<file path="src/rtl/pcle_pkg.sv">
// Shared types and defaults for the programmable-period timer.
package pcle_pkg;

  localparam int unsigned WIDTH_DEF = 8;

  typedef enum logic [1:0] {
    ST_IDLE = 2'd0,
    ST_RUN  = 2'd1,
    ST_DONE = 2'd2
  } state_e;

endpackage : pcle_pkg

</file>
<file path="src/rtl/pcle_next_state.sv">
// Loadable up-counter next-state slice: next count and terminal-count carry.
module pcle_next_state #(
  parameter int unsigned WIDTH = pcle_pkg::WIDTH_DEF
) (
  input  logic [WIDTH-1:0] count_i,
  input  logic             load_i,
  input  logic [WIDTH-1:0] load_data_i,
  input  logic             advance_i,
  output logic [WIDTH-1:0] next_count_c,
  output logic             term_c
);

  always_comb begin
    next_count_c = count_i;
    if (load_i) begin
      next_count_c = load_data_i;
    end else if (advance_i) begin
      next_count_c = count_i + WIDTH'(1);
    end
  end

  assign term_c = advance_i & (&count_i);

endmodule : pcle_next_state

</file>
<file path="src/rtl/pcle_period_timer.sv">
// Programmable-period tick timer: count/reload registers plus IDLE/RUN/DONE control.
module pcle_period_timer
  import pcle_pkg::*;
#(
  parameter int unsigned     WIDTH      = WIDTH_DEF,
  parameter logic [WIDTH-1:0] RELOAD_RST = '0
) (
  input  logic             clock,
  input  logic             reset,
  input  logic             cfg_wr,
  input  logic [WIDTH-1:0] reload_val,
  input  logic             load,
  input  logic [WIDTH-1:0] load_data,
  input  logic             start,
  input  logic             stop,
  input  logic             tick,
  input  logic             inhibit,
  input  logic             auto_reload,
  output logic [WIDTH-1:0] count,
  output logic             tc_pulse,
  output logic             done,
  output logic             busy
);

  state_e           state_q, state_d;
  logic [WIDTH-1:0] count_q, count_d;
  logic [WIDTH-1:0] reload_q, reload_d;
  logic             tc_q, tc_d;
  logic             done_q, busy_q;

  logic             advance_c;
  logic [WIDTH-1:0] slice_next_c;
  logic             term_c;

  assign advance_c = tick & ~inhibit & ~load;

  pcle_next_state #(.WIDTH(WIDTH)) u_next_state (
    .count_i      (count_q),
    .load_i       (load),
    .load_data_i  (load_data),
    .advance_i    (advance_c),
    .next_count_c (slice_next_c),
    .term_c       (term_c)
  );

  // New reload value only affects the count at the next start/auto-reload.
  assign reload_d = cfg_wr ? reload_val : reload_q;

  always_comb begin
    state_d = state_q;
    count_d = count_q;
    tc_d    = 1'b0;
    unique case (state_q)
      ST_IDLE: begin
        if (start) begin
          count_d = reload_q;
          state_d = ST_RUN;
        end else if (load) begin
          count_d = load_data;
        end
      end
      ST_RUN: begin
        if (stop) begin
          count_d = '0;
          state_d = ST_IDLE;
        end else if (load) begin
          count_d = slice_next_c;
        end else if (term_c) begin
          tc_d = 1'b1;
          if (auto_reload) begin
            count_d = reload_q;
          end else begin
            count_d = '0;
            state_d = ST_DONE;
          end
        end else begin
          count_d = slice_next_c;
        end
      end
      ST_DONE: begin
        if (stop) begin
          state_d = ST_IDLE;
        end else if (start) begin
          count_d = reload_q;
          state_d = ST_RUN;
        end else if (load) begin
          count_d = load_data;
        end
      end
      default: begin
        state_d = ST_IDLE;
      end
    endcase
  end

  always_ff @(posedge clock) begin
    if (reset) begin
      state_q  <= ST_IDLE;
      count_q  <= '0;
      reload_q <= RELOAD_RST;
      tc_q     <= 1'b0;
      done_q   <= 1'b0;
      busy_q   <= 1'b0;
    end else begin
      state_q  <= state_d;
      count_q  <= count_d;
      reload_q <= reload_d;
      tc_q     <= tc_d;
      done_q   <= (state_d == ST_DONE);
      busy_q   <= (state_d == ST_RUN);
    end
  end

  assign count    = count_q;
  assign tc_pulse = tc_q;
  assign done     = done_q;
  assign busy     = busy_q;

endmodule : pcle_period_timer

</file>
<file path="config.mk">
export PLATFORM = sky130hd
export DESIGN_NAME = pcle_period_timer
export DESIGN_NICKNAME = d
export VERILOG_FILES = /design/src/rtl/pcle_pkg.sv /design/src/rtl/pcle_next_state.sv /design/src/rtl/pcle_period_timer.sv
export SDC_FILE = /design/constraint.sdc
export NUM_CORES = 1
export LEC_CHECK = 0
export CORE_MARGIN = 1
export CORE_UTILIZATION = 51
export CTS_CLUSTER_SIZE = 24
export DETAILED_ROUTE_END_ITERATION = 10
export GPL_TIMING_DRIVEN = 0
export PLACE_DENSITY = 0.84
export SYNTH_ARGS = -nofsm -noshare
export SYNTH_HDL_FRONTEND = slang
export SYNTH_SLANG_ARGS = --single-unit
</file>
<file path="constraint.sdc">
create_clock -name clock -period 2.8 [get_ports clock]
set_input_delay 0.56 -clock clock [delete_from_list [all_inputs] [get_ports clock]]
set_output_delay 0.56 -clock clock [all_outputs]
set_load 0.02 [all_outputs]
</file>
==> impl_metrics.yaml <==
status:
  status: "finished clean"
flow_run:
  cap_viol_max_count: 0
timing:
  final_max_slew_viol_count: 0
  worst_slew_margin_rel_pct: 56.2
  rsz0062_at_grt: "no"
  finalCriticalPeriod_ns: 2.21
  setup_slack_ns: 0.585
  finalSetupViolCount: 0
  timing.setup.tns_ns: 0
  fin_crit_sh_pct: 79.1
  hold_viol_final: 0
  max_slew.worst_pin.slew_ns: 0.653
  clock.fmax_mhz: 452
  worst_clock_skew_ns: 0.00765
synthesis:
  synth_edf_count: 0
  synth_ff_type: "sky130_fd_sc_hd__dfxtp_1"
  synth_warnings: 0
  yosys.area.top_type_share_pct: 31.9
  synth.lib_cells_used.distinct: 38
  syn_inst: 158
  synth_sequential_area_ratio_pct: 31.9
  synth-seq-cells: 21
  synth_area_per_cell_um2: 8.33
  leading_cell_types_by_total_area_after_synthesis: "sky130_fd_sc_hd__dfxtp_1, sky130_fd_sc_hd__mux2i_1, sky130_fd_sc_hd__nor2_1"
  ys_async_sr_fraction_pct: 0
  post-synth-top-area-cell: "sky130_fd_sc_hd__dfxtp_1"
  post_synth_instance_area_um2: 1320
  synth_fp_nets: 184
worst_setup_path:
  ff2ff_setup_slack_ns: 0.73
  worstPathArrival_ns: 2.43
  worst-endpoint-required_ns: 3.02
  source_of_the_worst_register_to_register_timing_path: "count[0]"
  critical_path.endpoint_type: "flop"
  critical_path_peak_fanout: 8
  timing_worst_setup_path_type: "in -> reg"
  cp-startpoint: "inhibit"
  worst_setup_path_start_kind: "input port"
pwr:
  power.static_leakage_uw: 0.000659
  worst_ir_drop_vdd_mv: 0.301
  cell_pwr_density_nw_per_um2: 401
cells_and_area:
  drive_gt1_share_pct: 6.25
  n_antenna_cell: 0
  synthToLayoutAreaGrowth_pct: 27.8
  finish.utilization_pct: 68.5
  finish.net_count: 219
  fillCellCount: 195
clocking:
  cts_buffers: 3
  cts_tree: "built"
  cts_sinks: 21
  h_tree_levels: 1
  cts.hold.buffers_added: 0
  root_buffer: "sky130_fd_sc_hd__clkbuf_4"
  worst_skew_pair.late_latency_ns: 0.31
  cts_post_setup_buffers_inserted: 0
  postCtsResizedCells: 0
  cts.reportedPaths.clkPinSlew_ns: 0.12
  clk_buf_depth: 2
placed_design:
  gp_congestion: 0.830
  post-dp-hpwl_um: 2450
  place_ws_ns: 0.282
  io_buffers: 30
routing:
  post_drt_wl_per_cell_um: 14.5
  drc_errors: 0
  first_iter_violations: 25
  detail_route.vias_per_cell: 5.91
  totalWireLength_um: 3230
  first_pass_iters: 4
  drt.antenna.violating_nets: 0
  routed-via-count: 1312
global_route:
  grt_start_max_net_pins: 13
  first_global_vias: 1182
  first_pass_grt_wire_length_um: 5320
  grt.overflow.total: 0
  global_route.usage.total_pct: 26.5
  number_of_antenna_violations_at_the_first_check_in_global_routing: 0
floorplanning:
  io_pins: 36
  die_h_um: 52.8
  die_w_um: 52.8
  core.rowCount: 18
  design.die.area_um2: 2790
  floorplan.initialDensity_pct: 53.6
  fp.coreArea_um2: 2450
hold_path:
  hold_path.class: "reg -> reg"
  timing.hold.worst.start: "reload_q[2]"
## synthesized netlist by cell type, types with 3 or more instances
| library cell | n |
|---|---|
| sky130_fd_sc_hd__o21ai_0 | 13 |
| sky130_fd_sc_hd__a21oi_1 | 11 |
| sky130_fd_sc_hd__dfxtp_1 | 21 |
| sky130_fd_sc_hd__nand2_1 | 11 |
| sky130_fd_sc_hd__o21a_1 | 4 |
| sky130_fd_sc_hd__nor3_1 | 5 |
| sky130_fd_sc_hd__nor2_1 | 18 |
| sky130_fd_sc_hd__mux2i_1 | 22 |
| sky130_fd_sc_hd__a211oi_1 | 5 |
| sky130_fd_sc_hd__xnor2_1 | 3 |
| sky130_fd_sc_hd__a31oi_1 | 6 |
| sky130_fd_sc_hd__clkbuf_1 | 7 |
## layer usage
layer  up-vias  global-route usage, %  wire length, µm
li1        643                      -                -
met1       609                   35.3             1400
met2        50                   40.9             1560
met3        10                   3.77              196
met4         0                   13.6               70
met5         -                      0                0
## logic make-up after synthesis
group,count (synthesis),synth area share (%)
AOI/OAI and AO/OA,49,23.5
and+or+nand+nor,48,18.8
muxes,22,16.7
DFF,21,31.9
buffers and inverters,12,4.75
xor gates and xnor gates,5,3.33
adders and majority gates,1,0.950
## worst max-delay path, stage by stage
cell,delay [ns]
sky130_fd_sc_hd__clkdlybuf4s50_1,0.41
sky130_fd_sc_hd__nand4bb_1,0.19
sky130_fd_sc_hd__buf_6,0.16
sky130_fd_sc_hd__or3_1,0.34
sky130_fd_sc_hd__clkbuf_1,0.20
sky130_fd_sc_hd__o21ai_1,0.33
sky130_fd_sc_hd__a21oi_1,0.07
sky130_fd_sc_hd__o21a_1,0.17
## path summary, 6_finish.rpt
kind               to  cells past startpoint
min          count[2]                      2
max          count[0]                      8
min reg2reg  count[2]                      2
max reg2reg  count[0]                      7
## placed cells by master, fill, tap and decap left out, drive strengths merged, types with 2 or more instances in the layout
cell,n
a31oi,6
mux2i,22
a21oi,11
o21ai,14
nor2,18
buf,4
o211ai,2
clkbuf,10
dfxtp,21
a211oi,6
xnor2,3
clkinv,2
nor3,6
nand2,11
nor2b,2
xor2,2
and2,2
clkdlybuf4s50,30
o21a,4
## sequential cells by signal, summed over array words and instances, names as in the netlist
name	cells
reload_q	8
done	1
state_q	2
count	8
tc_pulse	1
busy	1
## metrics by stage
stage	power [µW]	instances	hold WS, ns	instance area [µm²]
3_5_place_dp	526	218	0.520	1650
2_1_floorplan	452	158	0.467	1320
6_report	675	222	0.539	1680
5_1_grt	706	222	0.575	1680
4_1_cts	674	222	0.537	1680
3_3_place_gp	519	218	0.505	1650
## power breakdown
part	switching [µW]	internal, µW	leakage, µW
Sequential	21.7	317	0.000173
Clock	100	53.4	0.0000177
Combinational	88.2	93.6	0.000469
Total	210	464	0.000659
## area by class of cell
cell class / instances / area [µm²] / share of cell area (%)
Buffer: 11 / 58.8 / 3.50
Clock buffer: 3 / 22.5 / 1.34
Clock inverter: 1 / 5.00 / 0.298
Inverter: 1 / 3.75 / 0.223
Multi-Input combinational cell: 125 / 833 / 49.6
Sequential cell: 21 / 420 / 25.0
Tap cell: 30 / 37.5 / 2.23
Timing Repair Buffer: 30 / 300 / 17.9
(Power assumes the default switching activity.)
